==> config.mk <==
export PLATFORM = sky130hd
export DESIGN_NAME = approx_add_pipe
export DESIGN_NICKNAME = d
export VERILOG_FILES = /design/src/rtl/approx_add_pkg.sv /design/src/rtl/approx_add_seg.sv /design/src/rtl/approx_add_pipe.sv
export SDC_FILE = /design/constraint.sdc
export NUM_CORES = 1
export LEC_CHECK = 0
export ABC_CLOCK_PERIOD_IN_PS = 3400
export CORE_MARGIN = 4
export CORE_UTILIZATION = 50
export DETAILED_ROUTE_END_ITERATION = 7
export GPL_TIMING_DRIVEN = 1
export MAX_ROUTING_LAYER = met4
export PLACE_DENSITY_LB_ADDON = 0.15
export REMOVE_ABC_BUFFERS = 1
export SYNTH_ARGS = -nofsm -noshare
export SYNTH_HDL_FRONTEND = slang
export SYNTH_SLANG_ARGS = --single-unit
==> constraint.sdc <==
create_clock -name clk -period 3.4 [get_ports clk]
set_input_delay 0.51 -clock clk [delete_from_list [all_inputs] [get_ports clk]]
set_output_delay 0.51 -clock clk [all_outputs]
set_load 0.05 [all_outputs]
==> src/rtl/approx_add_pkg.sv <==
// Shared types and elaboration helpers for the pipelined approximate adder.
package approx_add_pkg;

   // Per-beat approximation mode; the reserved code behaves as exact addition.
   typedef enum logic [1:0] {
      MODE_EXACT = 2'd0,
      MODE_LOA   = 2'd1,
      MODE_TRUNC = 2'd2,
      MODE_RSVD  = 2'd3
   } mode_t;

   // Number of pipeline stages: one SEG-bit slice per stage.
   function automatic int nseg_f(input int w, input int seg);
      return w / seg;
   endfunction

   // Legal parameter set: at least 2 bits, whole segments, approximated part below MSB.
   function automatic bit params_ok_f(input int w, input int seg, input int k);
      return (w >= 2) && (seg >= 1) && ((w % seg) == 0) && (k >= 0) && (k < w);
   endfunction

endpackage

==> src/rtl/approx_add_seg.sv <==
// Combinational SEG-bit slice computing the approximate and the exact sum bits
// for absolute bit positions [BASE +: SEG], each with its own carry chain.
module approx_add_seg
   import approx_add_pkg::*;
#(
   parameter int SEG  = 4,
   parameter int BASE = 0,
   parameter int K    = 3
) (
   input  logic [1:0]     mode,
   input  logic [SEG-1:0] a,
   input  logic [SEG-1:0] b,
   input  logic           ca_in,
   input  logic           ce_in,
   output logic [SEG-1:0] sa,
   output logic [SEG-1:0] se,
   output logic           ca_out,
   output logic           ce_out
);

   logic [SEG:0] ca_c;
   logic [SEG:0] ce_c;
   logic         is_loa;
   logic         is_trunc;
   logic         unused_mode;

   assign is_loa      = (mode == MODE_LOA);
   assign is_trunc    = (mode == MODE_TRUNC);
   // Slices entirely above K never look at the mode.
   assign unused_mode = is_loa ^ is_trunc;

   assign ca_c[0] = ca_in;
   assign ce_c[0] = ce_in;

   for (genvar j = 0; j < SEG; j++) begin : g_bit
      localparam int I = BASE + j;
      logic fa_sum;
      logic fa_carry;

      assign fa_sum   = a[j] ^ b[j] ^ ca_c[j];
      assign fa_carry = (a[j] & b[j]) | (ca_c[j] & (a[j] ^ b[j]));

      // Exact shadow path: plain ripple carry regardless of mode.
      assign se[j]     = a[j] ^ b[j] ^ ce_c[j];
      assign ce_c[j+1] = (a[j] & b[j]) | (ce_c[j] & (a[j] ^ b[j]));

      if (I < K) begin : g_apx
         // Approximated LSB: OR (LOA), zero (TRUNC) or full add (EXACT/reserved).
         assign sa[j] = is_loa ? (a[j] | b[j]) : (is_trunc ? 1'b0 : fa_sum);
         if (I == K - 1) begin : g_top
            // LOA injects a[K-1]&b[K-1] as the carry into bit K; TRUNC injects none.
            assign ca_c[j+1] = is_loa ? (a[j] & b[j]) : (is_trunc ? 1'b0 : fa_carry);
         end else begin : g_low
            // Below K-1 the carry is discarded in both approximate modes.
            assign ca_c[j+1] = (is_loa | is_trunc) ? 1'b0 : fa_carry;
         end
      end else begin : g_full
         assign sa[j]     = fa_sum;
         assign ca_c[j+1] = fa_carry;
      end
   end

   assign ca_out = ca_c[SEG];
   assign ce_out = ce_c[SEG];

endmodule

==> src/rtl/approx_add_pipe.sv <==
// Pipelined unsigned approximate adder with exact shadow sum, valid/ready
// handshake and a saturating mismatch counter.
//
// Handshake: a beat is accepted on in_valid & in_ready and retires on
// out_valid & out_ready. The pipeline stalls globally while out_valid is high
// and out_ready is low; every register holds and in_ready is low, so an
// offered beat is neither accepted nor consumed until the stall clears.
module approx_add_pipe
   import approx_add_pkg::*;
#(
   parameter int W     = 8,
   parameter int SEG   = 4,
   parameter int K     = 3,
   parameter int CNT_W = 16
) (
   input  logic             clk,
   input  logic             rst,
   input  logic             in_valid,
   output logic             in_ready,
   input  logic [W-1:0]     in_a,
   input  logic [W-1:0]     in_b,
   input  logic [1:0]       in_mode,
   output logic             out_valid,
   input  logic             out_ready,
   output logic [W:0]       out_sum,
   output logic [W:0]       out_exact,
   output logic             out_mismatch,
   input  logic             clr_stats,
   output logic [CNT_W-1:0] mismatch_cnt
);

   localparam int NSEG = nseg_f(W, SEG);

   if (!params_ok_f(W, SEG, K)) begin : g_bad_params
      $error("approx_add_pipe: illegal W/SEG/K combination");
   end

   logic stall;

   // Input register: holds the accepted beat before the first slice.
   logic             ip_vld_q, ip_vld_d;
   logic [W-1:0]     ip_a_q, ip_a_d;
   logic [W-1:0]     ip_b_q, ip_b_d;
   logic [1:0]       ip_mode_q, ip_mode_d;

   // Stage registers: stage s holds sum bits [0 .. (s+1)*SEG-1] plus carries.
   logic [NSEG-1:0]        vld_q, vld_d;
   logic [NSEG-1:0][W-1:0] a_q, a_d;
   logic [NSEG-1:0][W-1:0] b_q, b_d;
   logic [NSEG-1:0][1:0]   mode_q, mode_d;
   logic [NSEG-1:0][W-1:0] sa_q, sa_d;
   logic [NSEG-1:0][W-1:0] se_q, se_d;
   logic [NSEG-1:0]        ca_q, ca_d;
   logic [NSEG-1:0]        ce_q, ce_d;
   logic                   mm_q, mm_d;
   logic [CNT_W-1:0]       cnt_q, cnt_d;

   // Per-stage inputs (previous register) and slice outputs.
   logic [NSEG-1:0]          src_vld;
   logic [NSEG-1:0][W-1:0]   src_a, src_b, src_sa, src_se;
   logic [NSEG-1:0][1:0]     src_mode;
   logic [NSEG-1:0]          src_ca, src_ce;
   logic [NSEG-1:0][SEG-1:0] sl_sa, sl_se;
   logic [NSEG-1:0]          sl_ca, sl_ce;
   logic                     unused_tail;

   for (genvar s = 0; s < NSEG; s++) begin : g_stage
      if (s == 0) begin : g_first
         assign src_vld[s]  = ip_vld_q;
         assign src_a[s]    = ip_a_q;
         assign src_b[s]    = ip_b_q;
         assign src_mode[s] = ip_mode_q;
         assign src_sa[s]   = '0;
         assign src_se[s]   = '0;
         assign src_ca[s]   = 1'b0;
         assign src_ce[s]   = 1'b0;
      end else begin : g_next
         assign src_vld[s]  = vld_q[s-1];
         assign src_a[s]    = a_q[s-1];
         assign src_b[s]    = b_q[s-1];
         assign src_mode[s] = mode_q[s-1];
         assign src_sa[s]   = sa_q[s-1];
         assign src_se[s]   = se_q[s-1];
         assign src_ca[s]   = ca_q[s-1];
         assign src_ce[s]   = ce_q[s-1];
      end

      approx_add_seg #(
         .SEG  (SEG),
         .BASE (s * SEG),
         .K    (K)
      ) u_seg (
         .mode   (src_mode[s]),
         .a      (SEG'(src_a[s] >> (s * SEG))),
         .b      (SEG'(src_b[s] >> (s * SEG))),
         .ca_in  (src_ca[s]),
         .ce_in  (src_ce[s]),
         .sa     (sl_sa[s]),
         .se     (sl_se[s]),
         .ca_out (sl_ca[s]),
         .ce_out (sl_ce[s])
      );
   end

   // Operands and mode leave the last stage unconsumed.
   assign unused_tail = ^{a_q[NSEG-1], b_q[NSEG-1], mode_q[NSEG-1]};

   assign out_valid    = vld_q[NSEG-1];
   assign stall        = out_valid & ~out_ready;
   assign in_ready     = ~stall;
   assign out_sum      = {ca_q[NSEG-1], sa_q[NSEG-1]};
   assign out_exact    = {ce_q[NSEG-1], se_q[NSEG-1]};
   assign out_mismatch = mm_q;
   assign mismatch_cnt = cnt_q;

   // Pipeline advance: everything shifts one stage unless globally stalled.
   always_comb begin
      ip_vld_d  = ip_vld_q;
      ip_a_d    = ip_a_q;
      ip_b_d    = ip_b_q;
      ip_mode_d = ip_mode_q;
      vld_d     = vld_q;
      a_d       = a_q;
      b_d       = b_q;
      mode_d    = mode_q;
      sa_d      = sa_q;
      se_d      = se_q;
      ca_d      = ca_q;
      ce_d      = ce_q;
      mm_d      = mm_q;
      if (!stall) begin
         ip_vld_d  = in_valid;
         ip_a_d    = in_a;
         ip_b_d    = in_b;
         ip_mode_d = in_mode;
         for (int s = 0; s < NSEG; s++) begin
            vld_d[s]               = src_vld[s];
            a_d[s]                 = src_a[s];
            b_d[s]                 = src_b[s];
            mode_d[s]              = src_mode[s];
            sa_d[s]                = src_sa[s];
            se_d[s]                = src_se[s];
            sa_d[s][s*SEG +: SEG]  = sl_sa[s];
            se_d[s][s*SEG +: SEG]  = sl_se[s];
            ca_d[s]                = sl_ca[s];
            ce_d[s]                = sl_ce[s];
         end
         mm_d = ({sl_ca[NSEG-1], sa_d[NSEG-1]} != {sl_ce[NSEG-1], se_d[NSEG-1]});
      end
   end

   // Mismatch counter: clear wins over a counted retirement; saturates at all-ones.
   always_comb begin
      cnt_d = cnt_q;
      if (clr_stats) begin
         cnt_d = '0;
      end else if (out_valid && out_ready && mm_q && (cnt_q != {CNT_W{1'b1}})) begin
         cnt_d = cnt_q + 1'b1;
      end
   end

   // State registers; reset discards every in-flight beat.
   always_ff @(posedge clk or posedge rst) begin
      if (rst) begin
         ip_vld_q  <= 1'b0;
         ip_a_q    <= '0;
         ip_b_q    <= '0;
         ip_mode_q <= '0;
         vld_q     <= '0;
         a_q       <= '0;
         b_q       <= '0;
         mode_q    <= '0;
         sa_q      <= '0;
         se_q      <= '0;
         ca_q      <= '0;
         ce_q      <= '0;
         mm_q      <= 1'b0;
         cnt_q     <= '0;
      end else begin
         ip_vld_q  <= ip_vld_d;
         ip_a_q    <= ip_a_d;
         ip_b_q    <= ip_b_d;
         ip_mode_q <= ip_mode_d;
         vld_q     <= vld_d;
         a_q       <= a_d;
         b_q       <= b_d;
         mode_q    <= mode_d;
         sa_q      <= sa_d;
         se_q      <= se_d;
         ca_q      <= ca_d;
         ce_q      <= ce_d;
         mm_q      <= mm_d;
         cnt_q     <= cnt_d;
      end
   end

endmodule

## After elaboration in Yosys (flattened, before gate mapping)

Cells that the tools add are included.

- Add/sub/neg operators: 1
- Eq/ne operators: 4
- Reductions and logical operators: 4
- Bitwise gates (word level): 65
- Multiplexer cells: 12

Operators with widths:

| cell | number |
|---|---|
| 16-bit 2-to-1 mux | 2 |
| 1-bit bitwise AND | 23 |
| 1-bit XOR | 22 |
| 1-bit OR | 18 |
| 16-bit by 1-bit adder with 16-bit output, second input constant | 1 |
| 16-bit != test, second input constant | 1 |
| 1-bit 2-to-1 mux | 10 |
| 9-bit != test | 1 |
| 1-bit logical AND | 3 |
| 2-bit by 1-bit == test with 1-bit output, second input constant | 1 |
| 2-bit == test, second input constant | 1 |
| 1-bit inverter | 2 |
| 2-bit nonzero test | 1 |

- Flip-flop bits (word level): 82
- Input port bits: 23

## Longest topological paths before layout

Gate-level depths: netlist (run 1).

- Depth after elaboration: 12
- Mapped depth: 11

## Hierarchy

From an unflattened synthesis (run 1), not the netlist that was laid out.

- Cell total of the unflattened synthesis: 455
- Area total of the unflattened synthesis: 4,086.4 um2

Modules (own cells, without submodules):

| module | area an instance (um2) | times used | cells each |
|---|---|---|---|
| approx_add_pipe | 3,463.3 | 1 | 385 |
| approx_add_seg (g_stage[0].u_seg) | 372.9 | 1 | 42 |
| approx_add_seg (g_stage[1].u_seg) | 250.2 | 1 | 28 |

## Worst setup path before layout (run 1)

OpenSTA, ideal clock, no wires.

- Path type: reg-to-reg
- Start: register a_q[4] (netlist name)
- End: register mm_q (netlist: out_mismatch)
- Path slack: 0.850 ns
- Arrival time: 2.380 ns
- Buffers on the path: 0
- Stages on the path, launching flop included: 12
- Cells stage by stage: dfrtp_1 -> inv_1 -> fa_1 -> inv_1 -> fa_1 -> inv_1 -> fa_1 -> inv_1 -> fa_1 -> xor2_1 -> nor4_1 -> a31oi_1

RTL lines:

| element | RTL line | text |
|---|---|---|
| start, declared | approx_add_pipe.sv:48 | `logic [NSEG-1:0][W-1:0] a_q, a_d;` |
| start signal, assigned | approx_add_pipe.sv:170 | `a_q <= '0;` |
| start signal, assigned | approx_add_pipe.sv:185 | `a_q <= a_d;` |
| 1-bit XOR | approx_add_seg.sv:45 | `assign ce_c[j+1] = (a[j] & b[j]) \| (ce_c[j] & (a[j] ^ b[j]));` |
| 1-bit bitwise AND | approx_add_seg.sv:45 |  |
| 1-bit OR * | approx_add_seg.sv:45 |  |
| 1-bit bitwise AND * | approx_add_seg.sv:45 |  |
| 1-bit OR * | approx_add_seg.sv:45 |  |
| 1-bit bitwise AND * | approx_add_seg.sv:45 |  |
| 1-bit OR * | approx_add_seg.sv:45 |  |
| 1-bit XOR * | approx_add_seg.sv:44 | `assign se[j] = a[j] ^ b[j] ^ ce_c[j];` |
| via g_stage[1].u_seg.se[3] | approx_add_seg.sv:16 | `output logic [SEG-1:0] se,` |
| 9-bit != test * | approx_add_pipe.sv:148 | `mm_d = ({sl_ca[NSEG-1], sa_d[NSEG-1]} != {sl_ce[NSEG-1], se_d[NSEG-1]});` |
| end signal, assigned | approx_add_pipe.sv:192 | `mm_q <= mm_d;` |
| end, declared | approx_add_pipe.sv:55 | `logic mm_q, mm_d;` |

The timed path passes the listed nets; every way through them passes the cells marked *.
A chain may end at the register's enable or synchronous reset.

## Worst setup path in the final report (run 1)

Ends and elaborated chain as after synthesis.

==> results list, run 1 <==
- # setup viols final: 0
- After clock tree synthesis, the repair step resized 0 gates.
* Number of buffers created by CTS: 9
* Post-route fraction of the period consumed by the critical path: 78.3%
- Design internal power: 2.15 mW
- GR Layer Usage met2: 26.1%
* CTS root buffer: sky130_fd_sc_hd__clkbuf_8
- From synthesis to final layout, the design area changed by 20.7%.
- Dividing the detail-routed via count by the number of cells gives 5.20.
- Net Sw Frac: 39.6%
* Hold crit path type: register to register
- Of all cell types, the one taking the most synthesized area is sky130_fd_sc_hd__dfrtp_1.
- The die covers 0.00903 mm2.
* Diode insertion count for antenna repair: 0
- Critical path fanouts, max: 3
- Part of the Yosys area used for sequential elements: 48.9%
- Cells fill 62.7% of the core in the end.
- Total DRC errors in the routed layout: 0
* Worst EP arrival: 2870 ps
- Proportion of power drawn by the clock network: 19.6%
* Detail Route Antenna Nets: 0
* Level count of the clock H-tree: 3
- Met3 usage in global routing: 3.16%
* Leakage power of the design: 1.96 nW
- Portion of synthesized cell area occupied by the leading cell type: 48.9%
* VDD IR max: 476 uV
- The initialized floorplan defines 31 standard-cell rows.
- Initial antenna violation count: 0
- The first global-routing pass estimated 11,600 um of wire.
* Total number of vias: 2,525
- Summed over all failing endpoints, the final setup total negative slack is 0 ps.
- Number of warnings issued by yosys: 0
- At the worst endpoint, the required time is 3610 ps.
* Core ar.: 0.00729 mm2
- Of all flip-flops after synthesis, the portion carrying an async set or reset was 100%.
- Number of max-cap violations: 0
* TritonCTS clock tree: done
- Critical Path, Cell by Cell: inv_1 > fa_1 > inv_1 > fa_1 > inv_1 > fa_1 > inv_1 > fa_1 > xor2_1 > nor4_1 > a31oi_1
- The clock passes through at most 2 buffers.
- The hold violation count in the final report is 0.
* Global-route track usage on met1: 23.0%
* Global route hottest layer: met2
- Worst stage delay on the critical path: 430 ps
* Final max-slew violation count: 0
* Share of power burned in combinational logic: 43.4%
- For this configuration, the core starts out at a cell density of 52.0%.
- Maximum achievable frequency: 0.376 GHz
- Gr usage total: 17.2%
* Type of element launching the critical path: register
* Critical path capture point type: register
* Global-route congestion overflow total: 0
- After synthesis, the mean cell area works out to 11.2 um2.
- Unrepaired setup endpoints after global routing: no
- Number of distinct library cells after synthesis: 40
* Category of the most critical setup path: register to register
- The worst path needs 2660 ps of the cycle, external delays included.
- The flow ran to the end, and the final reports show no timing, DRC or antenna violations.
- The first detailed-routing pass took 5 iterations.
- The clock reaches the later pin of the worst-skew pair after 340 ps.
* Normalized max-slew margin: 51.4%
* Count of flip-flops with a built-in enable after synthesis: 0
- Main synth FF type: sky130_fd_sc_hd__dfrtp_1
- Number of global-route vias before repair: 2,484
* Net count of the finished layout: 427
- Power spread over the standard cell area amounts to 777 mW/mm2.
- Switching power summed over all nets: 1.41 mW
* Sequential share of power: 37.0%
- Clock-pin slew on the worst setup and hold paths: 80 ps
* Synthesized netlist cell count: 338
- During placement, the flow inserted port buffers numbering 59.
* Main area contributors after synthesis: sky130_fd_sc_hd__dfrtp_1, sky130_fd_sc_hd__mux2_2, sky130_fd_sc_hd__fa_1, sky130_fd_sc_hd__buf_4, sky130_fd_sc_hd__inv_1
- Placer's final routability congestion estimate: 0.878
- Worst-path cell with the longest stage delay: sky130_fd_sc_hd__fa_1
- In the final routed layout, each cell accounts on average for 14.2 um.
- TritonCTS sink count: 74
- The number of setup buffers added after CTS is 0.
- Yosys reg bits: 74
- Boundary pin count: 60
- Cell area after synthesis: 0.00379 mm2
* Pin count of the biggest net entering global routing: 70
* Final setup skew: 6.83 ps
- Total Wirelength: 6910 um
- In this run, post-CTS hold repair placed 0 buffers.
- Transition time of the tightest slew-check pin: 727 ps
- Proportion of layout cells with a drive suffix above 1: 16.0%
* HPWL reported at the end of detailed placement: 4940 um
- For this block, the initial DRC count from the detailed router was 117.
* X dimension of the die: 95.0 um
- DIE HEIGHT: 95.0 um
==> flip-flops by register name, indices dropped and copies added, names as in the netlist <==
name and cells:
sa_q 4, out_mismatch 1, ip_a_q 8, ip_mode_q 2
vld_q 2, se_q 4, ce_q 2, mismatch_cnt 16
ip_b_q 8, out_exact 8, a_q 4, ca_q 2
out_sum 8, b_q 4, ip_vld_q 1
==> cells in the mapped netlist (3+ instances only) <==
| master | count |
|---|---|
| sky130_fd_sc_hd__dfrtp_1 | 74 |
| sky130_fd_sc_hd__mux2_2 | 34 |
| sky130_fd_sc_hd__inv_1 | 29 |
| sky130_fd_sc_hd__nand2_1 | 24 |
| sky130_fd_sc_hd__a21oi_1 | 21 |
| sky130_fd_sc_hd__nor2_1 | 21 |
| sky130_fd_sc_hd__o21ai_0 | 20 |
| sky130_fd_sc_hd__buf_4 | 16 |
| sky130_fd_sc_hd__fa_1 | 14 |
| sky130_fd_sc_hd__clkbuf_1 | 10 |
| sky130_fd_sc_hd__ha_1 | 8 |
| sky130_fd_sc_hd__xor2_1 | 8 |
| sky130_fd_sc_hd__nand3_1 | 5 |
| sky130_fd_sc_hd__nor2b_1 | 5 |
| sky130_fd_sc_hd__or3_1 | 5 |
| sky130_fd_sc_hd__nor4_1 | 4 |
| sky130_fd_sc_hd__o31ai_1 | 4 |
| sky130_fd_sc_hd__or4_1 | 4 |
| sky130_fd_sc_hd__nand2b_1 | 3 |
| sky130_fd_sc_hd__nand4_1 | 3 |
| sky130_fd_sc_hd__nor3_1 | 3 |
| sky130_fd_sc_hd__o41ai_1 | 3 |
==> layout by cell type (no fill, tap or decap), types with 5 or more instances in the layout <==
cell type                         count
sky130_fd_sc_hd__dfrtp_1             74
sky130_fd_sc_hd__clkdlybuf4s50_1     58
sky130_fd_sc_hd__mux2_2              34
sky130_fd_sc_hd__inv_1               28
sky130_fd_sc_hd__nand2_1             24
sky130_fd_sc_hd__a21oi_1             21
sky130_fd_sc_hd__nor2_1              21
sky130_fd_sc_hd__o21ai_0             20
sky130_fd_sc_hd__fa_1                14
sky130_fd_sc_hd__clkbuf_8            11
sky130_fd_sc_hd__xor2_1               8
sky130_fd_sc_hd__ha_1                 8
sky130_fd_sc_hd__nand3_1              5
sky130_fd_sc_hd__or3_1                5
sky130_fd_sc_hd__nor2b_1              5
==> critical path, delay by kind of cell, from the launching register on <==
family / cells / cell delay, ps
adder cells (fa/ha/maj): 4 / 1370
flip-flops: 1 / 320
buffers and inverters: 4 / 280
AND/OR/NAND/NOR: 1 / 260
XOR/XNOR: 1 / 180
AO/OA/AOI/OAI: 1 / 120
==> metrics by stage <==
step                setup slack, ps  std cells  hold WS [ps]  instance area, um2  power [mW]
floorplan                       294        309           430                3620        2.41
global placement                809        470           442                4370        2.86
detailed placement              743        470           458                4370        2.89
CTS                             719        486           479                4570        3.60
global route                    486        486           486                4570        3.80
finish                          739        486           470                4570        3.55
==> cell type report <==
cell class                 count  area (um2)
multi-input combinational    206        1660
timing repair buffer          62         623
inverter                      29         109
fill                         606        2720
clock buffer                  12         155
clock inverter                 4        50.0
tap                           99         124
sequential                    74        1850
==> kinds of logic (layout without fill, tap and decap cells) <==
kind of cell             after synthesis  count (layout)  share of synthesized area [%]
AO/OA/AOI/OAI                         53              53                           7.96
XOR/XNOR                               8               8                           1.85
adder cells (fa/ha/maj)               22              22                           10.0
buffers and inverters                 58             107                           7.36
flip-flops                            74              74                           48.9
multiplexers                          36              36                           10.7
AND/OR/NAND/NOR                       87              87                           13.2
==> worst paths after layout <==
check                      cells after the start            startpoint  slack, ps                  endpoint
hold reg to reg                                1  vld_q[0]$_DFFE_PP0N_        470      vld_q[1]$_DFFE_PP0N_
max in group asynchronous                      3                   rst       2120     ip_b_q[2]$_DFFE_PP0N_
setup / recovery                              11    a_q[4]$_DFFE_PP0N_        740  out_mismatch$_DFFE_PP0N_
hold / removal                                 1  vld_q[0]$_DFFE_PP0N_        470      vld_q[1]$_DFFE_PP0N_
setup reg to reg                              11    a_q[4]$_DFFE_PP0N_        740  out_mismatch$_DFFE_PP0N_
min in group asynchronous                      2                   rst        500      vld_q[0]$_DFFE_PP0N_
==> power groups by stage <==
| stage | sequential, mW | clock (mW) | combinational (mW) |
|---|---|---|---|
| after floorplan | 1.71 | 0 | 0.692 |
| after global placement | 1.33 | 0 | 1.53 |
| after detailed placement | 1.34 | 0 | 1.56 |
| after CTS | 1.32 | 0.713 | 1.57 |
| after global routing | 1.36 | 0.748 | 1.69 |
| final | 1.32 | 0.698 | 1.54 |
==> metal layers <==
| layer | routed length (um) | part of all wire (%) | vias to the layer above |
|---|---|---|---|
| met1 | 3290 | 48 | 1241 |
| met3 | 257 | 3.7 | 9 |
| met2 | 3270 | 47 | 55 |
| met4 | 93 | 1.3 | 0 |
| met5 | 0 | 0 | - |
| li1 | - | - | 1220 |
(Power assumes the default switching activity.)
==> run 2: changes to the inputs <==
- ABC_CLOCK_PERIOD_IN_PS: 3400 -> 2300
- CORE_UTILIZATION: 50 -> 49
- clock period: 3.4 -> 2.3 ns (I/O delays scaled with it)
==> run 2 against run 1 <==
  * Routed wire length up 4.0%
  * Total power rose by 61%
  * Largest cell class unchanged
  * The flow now finishes with violations (setup timing)
  * Fmax up 5.4%
  * Via count increased by 3.0%
  * Worst hold slack worse by 74 ps
  * Sequential share of layout area fell by 2.4 points
  * Global-route usage grew 0.47 points
  * Critical endpoint unchanged
  * Register-to-register slack worse by 960 ps
  * Sequential cell count did not move
  * Largest power group unchanged
  * Final cell count up 4.5%
  * Critical path depth rose by 1
  * Clock power grew 59%
==> results list, run 2 (same netlist as run 1, synthesis figures left out) <==
- Status: finished, violations left
* Failing checks: setup timing
- At the end of the flow, the number of nets in the layout was 449.
- The number of antenna violations at the first check in global routing was 0.
* Floorplan row count: 31
- Power Density: 1180 mW/mm2
* X dimension of the die: 95.9 um
- Critical Path, Cell by Cell: inv_2 > buf_12 > fa_2 > inv_2 > fa_1 > inv_1 > fa_2 > inv_2 > fa_2 > xor2_1 > nor4_1 > a31oi_1
* Number of max-cap violations: 0
- Final max-slew violation count: 0
- Setup repair after global routing could not meet its margin everywhere.
* VDD IR max: 680 uV
- The startpoint identified for the worst register-to-register timing path is a_q[4]$_DFFE_PP0N_.
- Measured along the y axis, the die boundary spans 95.9 um.
- Highest-count cells in the layout ignoring fill and taps: sky130_fd_sc_hd__dfrtp_1, sky130_fd_sc_hd__clkdlybuf4s50_1, sky130_fd_sc_hd__mux2_2
- Pin count of the biggest net entering global routing: 75
* Final cell count without fillers: 508
- The repair_antennas step left the layout with diodes totalling 0.
- Placed cell count: 484
- Global routing finished with a remaining overflow of 0.
* Final cell utilization of the core: 66.0%
- Compared with the post-synthesis result, the final layout area differs by 28.4%.
- Iter 0 DRT Violations: 117
* Hold Violations, Final: 0
- Setup slack of the worst register-to-register path: -220 ps
- Setup slack on the critical path of the routed design comes to -225 ps.
- The congestion estimate from routability-driven global placement came to 0.791.
- After filler insertion, the fill cell instance count of the layout stands at 594.
* Via density: 5.12
- The count of nets left with antenna violations once routing finished came out at 0.
- Once detailed placement completed, the half-perimeter wirelength came to 5100 um.
- For the pin with the worst max-slew slack, the measured transition is 589 ps.
- The floorplan step defined a core boundary enclosing 0.00737 mm2.
- Number of buffers created by CTS: 9
- In this run the worst path has a maximum fanout of 2.
- Wire length of the first global-routing pass: 12,000 um
- The via count of the first global-routing pass is 2,607.
- Worst EP arrival: 2750 ps
* Critical path capture point type: register
* Effective utilization at floorplan: 51.4%
- Most frequent standard cell in the layout excluding fill and tap cells: sky130_fd_sc_hd__dfrtp_1
- The clock passes through at most 2 buffers.
* Avg WL per Cell: 14.1 um
- In this run the count of I/O pins placed on the die edge is 60.
* Category of the most critical setup path: register to register
- Clock-pin slew on the worst setup and hold paths: 80 ps
- Number of stages on the worst setup path: 12
- TritonCTS sink count: 74
* Proportion of layout cells with a drive suffix above 1: 26.9%
* Summed negative setup slack over all endpoints: -664 ps
- # setup viols final: 4
- Required time of the worst setup path: 2520 ps
- Reg-to-Reg End: out_mismatch$_DFFE_PP0N_
- For this run, the detailed router's first-pass iteration total came to 5.
* Top delay family on crit path: adder cells
- Total DRC errors in the routed layout: 0
* Count of input and output buffers: 59
- The H-tree generated during clock tree synthesis spans 3 levels.
- Worst Reg-to-Reg Cells: 12
* Count of buffering cells on the critical path with inverters included: 5
* Number of flip-flops under the largest register name: 16
- Final Critical Period: 2520 ps
* TritonCTS clock tree: done
- Measured against its own limit, the worst slew margin works out to 60.6%.
- Gr usage total: 17.6%
- Final setup skew: 10.4 ps
- Total Power: 5.73 mW
- The slowest stage of the critical path belongs to the cell sky130_fd_sc_hd__fa_2.
- Worst stage delay on the critical path: 450 ps
- The worst setup path is launched from a register.
* Post-route fraction of the period consumed by the critical path: 110%
- The clock reaches the later pin of the worst-skew pair after 340 ps.
- Total die area: 0.00920 mm2
- CTS root buffer: sky130_fd_sc_hd__clkbuf_8
- After detailed routing, the total wire length is 7180 um.
- Total number of vias: 2,602
- Hold crit path type: primary input to asynchronous set/reset pin
- Maximum achievable frequency: 0.396 GHz
- Leakage power of the design: 2.09 nW
==> run 2: cell count changes in the layout (fill, tap and decap cells not counted), moves of 2 or more <==
cell | before | now
sky130_fd_sc_hd__a21oi_1 | 21 | 17
sky130_fd_sc_hd__clkbuf_8 | 11 | 9
sky130_fd_sc_hd__buf_12 | 1 | 4
sky130_fd_sc_hd__buf_4 | 3 | 22
sky130_fd_sc_hd__a21oi_2 | 0 | 4
sky130_fd_sc_hd__inv_2 | 1 | 10
sky130_fd_sc_hd__fa_1 | 14 | 5
sky130_fd_sc_hd__inv_1 | 28 | 19
sky130_fd_sc_hd__fa_2 | 0 | 9
==> run 2: final cells by class <==
type / instances / area [um2] / share of cell area, %
repair buffers: 84 / 826 / 17.0
flip-flops and latches: 74 / 1850 / 38.1
multi-input cells: 206 / 1740 / 35.7
well taps: 99 / 124 / 2.55
clock inverters: 6 / 90.1 / 1.85
inverters: 29 / 109 / 2.24
clock buffers: 10 / 128 / 2.62
==> run 2: repair_timing <==
item / CTS / global route
pin swaps: 9 / 4
gates resized for setup: 24 / 4
setup buffers: 5 / 3
endpoints found under the setup margin: 5 / 6
hold buffers: 0 / 0
==> run 2: worst max-delay path by stage <==
stage,from,end,slack [ps]
floorplan,vld_q[1]$_DFFE_PP0N_,a_q[5]$_DFFE_PP0N_,-810
global placement,a_q[4]$_DFFE_PP0N_,out_mismatch$_DFFE_PP0N_,-290
detailed placement,a_q[4]$_DFFE_PP0N_,out_mismatch$_DFFE_PP0N_,-390
CTS,a_q[4]$_DFFE_PP0N_,out_mismatch$_DFFE_PP0N_,-220
global route,a_q[4]$_DFFE_PP0N_,out_mismatch$_DFFE_PP0N_,-280
finish,a_q[4]$_DFFE_PP0N_,out_mismatch$_DFFE_PP0N_,-220
==> run 2: tightest hold or removal path: stages <==
cell and delay (ps):
sky130_fd_sc_hd__clkdlybuf4s50_1 420, sky130_fd_sc_hd__inv_2 70, sky130_fd_sc_hd__buf_12 320
==> run 2: metal layers <==
metal,share of wire (%),vias to the layer above,track usage (%)
met3,3.9,8,2.97
met1,44,1277,22.3
met2,50,47,27.8
met5,0,-,-
met4,1.5,0,8.18
li1,-,1270,-
==> run 2: power breakdown <==
part / internal, mW / switching (mW) / total, mW
clock network: 0.615 / 0.491 / 1.11
logic: 1.22 / 1.46 / 2.67
registers: 1.69 / 0.268 / 1.95
total: 3.52 / 2.22 / 5.73
==> run 2: metrics by stage <==
step           setup WS (ps)  hold slack [ps]  cell area (um2)
6_report                -225              396             4860
5_1_grt                 -284              425             4860
4_1_cts                 -218              409             4830
3_5_place_dp            -386              461             4500
3_3_place_gp            -289              438             4500
2_1_floorplan           -806              408             3620
==> run 3: changes to the inputs <==
- CORE_MARGIN: 4 -> unset
==> run 3 against run 2 <==
  * The run still ends with setup timing left
  * First-iteration DRC count fell by 33%
  * Combinational power barely moved
  * Utilization fell by 0.98 points
  * Clock power fell by 11%
  * Sequential share of layout area rose by 0.58 points
  * Sequential cell count did not move
  * Fmax rose by 2.1%
  * Final cell count fell by 1.2%
  * Critical endpoint unchanged
==> results list, run 3 (same netlist as run 1, synthesis figures left out) <==
- The worst pin sits at a relative slew slack of 61.3%.
* Total DRC errors in the routed layout: 0
- Once layout is complete, the utilization of the core stands at 65.0%.
- Max clock buf depth: 2
- Across the run, the number of max-cap violations was 0.
- TritonCTS clock tree: done
* Required time of the worst setup path: 2520 ps
* Top delay family on crit path: adder cells
- Overall power consumption after layout is estimated at 5.58 mW.
- VDD sags by at most 689 uV.
- FILL cells: 587
- Core ar.: 0.00737 mm2
- Level count of the clock H-tree: 3
- Via density: 5.16
- Category of the most critical setup path: register to register
- Critical path's most frequent cell: sky130_fd_sc_hd__inv_2
- Summed over all failing endpoints, the final setup total negative slack is -406 ps.
* Number of buffers created by CTS: 9
* Worst-path cell with the longest stage delay: sky130_fd_sc_hd__fa_1
- Between clock sinks in the finished design, the worst skew comes to 9.85 ps.
- For the pin with the worst max-slew slack, the measured transition is 579 ps.
- The first global-routing pass estimated 12,500 um of wire.
- The worst hold path belongs to the class primary input to asynchronous set/reset pin.
- Worst Slack Setup Final: -173 ps
- Number of global-route vias before repair: 2,661
- Global routing consumed, over all layers together, 20.1% of the routing resources.
* Total number of vias: 2,591
- In this run the power density over the cells is 1160 mW/mm2.
* # setup viols final: 3
* Type of element launching the critical path: register
- Dividing the final minimum period by the clock period gives 108%.
* TritonCTS sink count: 74
- During placement, the flow inserted port buffers numbering 59.
- Total Wirelength: 7120 um
- In this run the remaining antenna-violating nets after routing total 0.
* X dimension of the die: 89.9 um
* Final max-slew violation count: 0
* HPWL reported at the end of detailed placement: 5080 um
* Diode insertion count for antenna repair: 0
* Count of buffering cells on the critical path with inverters included: 4
- The library cell used most frequently in the layout, excluding fill and tap cells, is sky130_fd_sc_hd__dfrtp_1.
- Static timing analysis puts the maximum clock frequency at 0.404 GHz.
- In this run the static leakage power is 2.05 nW.
- The die is 89.9 um tall.
- At the end of the flow, the number of nets in the layout was 444.
* Status: finished, violations left
- The first detailed-routing pass ran for 4 iterations.
- Clock-pin slew on the worst setup and hold paths: 80 ps
* Number of flip-flops under the largest register name: 16
* P&R area growth vs syn: 26.5%
- STA classifies the critical path endpoint as a register.
- Effective utilization at floorplan: 51.4%
- The number of antenna violations at the first check in global routing was 0.
- The initialized floorplan defines 31 standard-cell rows.
- Boundary pin count: 60
- Critical path fanouts, max: 3
* Hold Violations, Final: 0
* Clock latency reported for the late side of the worst-skew pair: 350 ps
* Dpl ws: -424 ps
- The total overflow left after global routing is 0.
* Final Critical Period: 2470 ps
- CTS root buffer: sky130_fd_sc_hd__clkbuf_8
* Iter 0 DRT Violations: 78
- Pin count of the biggest net entering global routing: 59
- The congestion estimate from routability-driven global placement came to 0.790.
- Walking the worst path, the cells encountered are inv_2 > fa_2 > inv_2 > fa_2 > inv_2 > fa_2 > inv_2 > fa_1 > xor2_1 > nor4_2 > a31oi_1.
- Proportion of layout cells with a drive suffix above 1: 26.8%
* Unrepaired setup endpoints after global routing: yes
- Avg WL per Cell: 14.2 um
- In this design, the stage delay of the slowest critical-path cell is 440 ps.
* Failing checks: setup timing
- Highest-count cells in the layout ignoring fill and taps: sky130_fd_sc_hd__dfrtp_1, sky130_fd_sc_hd__clkdlybuf4s50_1, sky130_fd_sc_hd__mux2_2
- Total die area: 0.00809 mm2
* Worst EP arrival: 2700 ps
## run 3: where the power goes
part / internal [mW] / switching (mW) / total (mW)
Combinational: 1.18 / 1.46 / 2.64
Sequential: 1.69 / 0.265 / 1.95
Clock: 0.520 / 0.471 / 0.991
Total: 3.38 / 2.20 / 5.58
## run 3: final timing paths
kind                                 startpoint                  endpoint  slack [ps]  depth (start not counted)
max in group asynchronous                   rst  out_exact[1]$_DFFE_PP0N_        1300                          3
hold reg to reg            vld_q[0]$_DFFE_PP0N_      vld_q[1]$_DFFE_PP0N_         470                          1
min in group clk           vld_q[0]$_DFFE_PP0N_      vld_q[1]$_DFFE_PP0N_         470                          1
hold / removal                              rst     ip_a_q[4]$_DFFE_PP0N_         340                          2
setup reg to reg             a_q[4]$_DFFE_PP0N_  out_mismatch$_DFFE_PP0N_        -170                         11
setup / recovery             a_q[4]$_DFFE_PP0N_  out_mismatch$_DFFE_PP0N_        -170                         11
## run 3: repair_timing
action / CTS / global route
hold buffers: 0 / 0
gates resized for setup: 27 / 4
setup endpoints to repair: 5 / 6
setup buffers: 2 / 2
pin swaps: 9 / 2
## run 3: final cells by class
class | instances | area (um2) | area share (%)
clock inverter | 5 | 55.1 | 1.15
multi-input combinational | 206 | 1740 | 36.3
inverter | 29 | 109 | 2.27
sequential | 74 | 1850 | 38.7
tap | 99 | 124 | 2.59
clock buffer | 10 | 138 | 2.87
timing repair buffer | 79 | 776 | 16.2
## run 3: layer usage
metal  track usage, %  part of all wire (%)  wire, um  up-vias
li1                 -                     -         -     1254
met3             4.31                   3.7       261       13
met5                -                     0         0        -
met1             25.6                    46      3260     1267
met2             31.4                    48      3430       57
met4             8.60                   2.3       162        0
## run 3: metrics by stage
| stage | cell area (um2) | cells | hold WS [ps] |
|---|---|---|---|
| final | 4790 | 502 | 336 |
| after floorplan | 3620 | 309 | 408 |
| after detailed placement | 4490 | 483 | 441 |
| after global routing | 4790 | 502 | 393 |
| after CTS | 4760 | 500 | 350 |
| after global placement | 4490 | 483 | 437 |
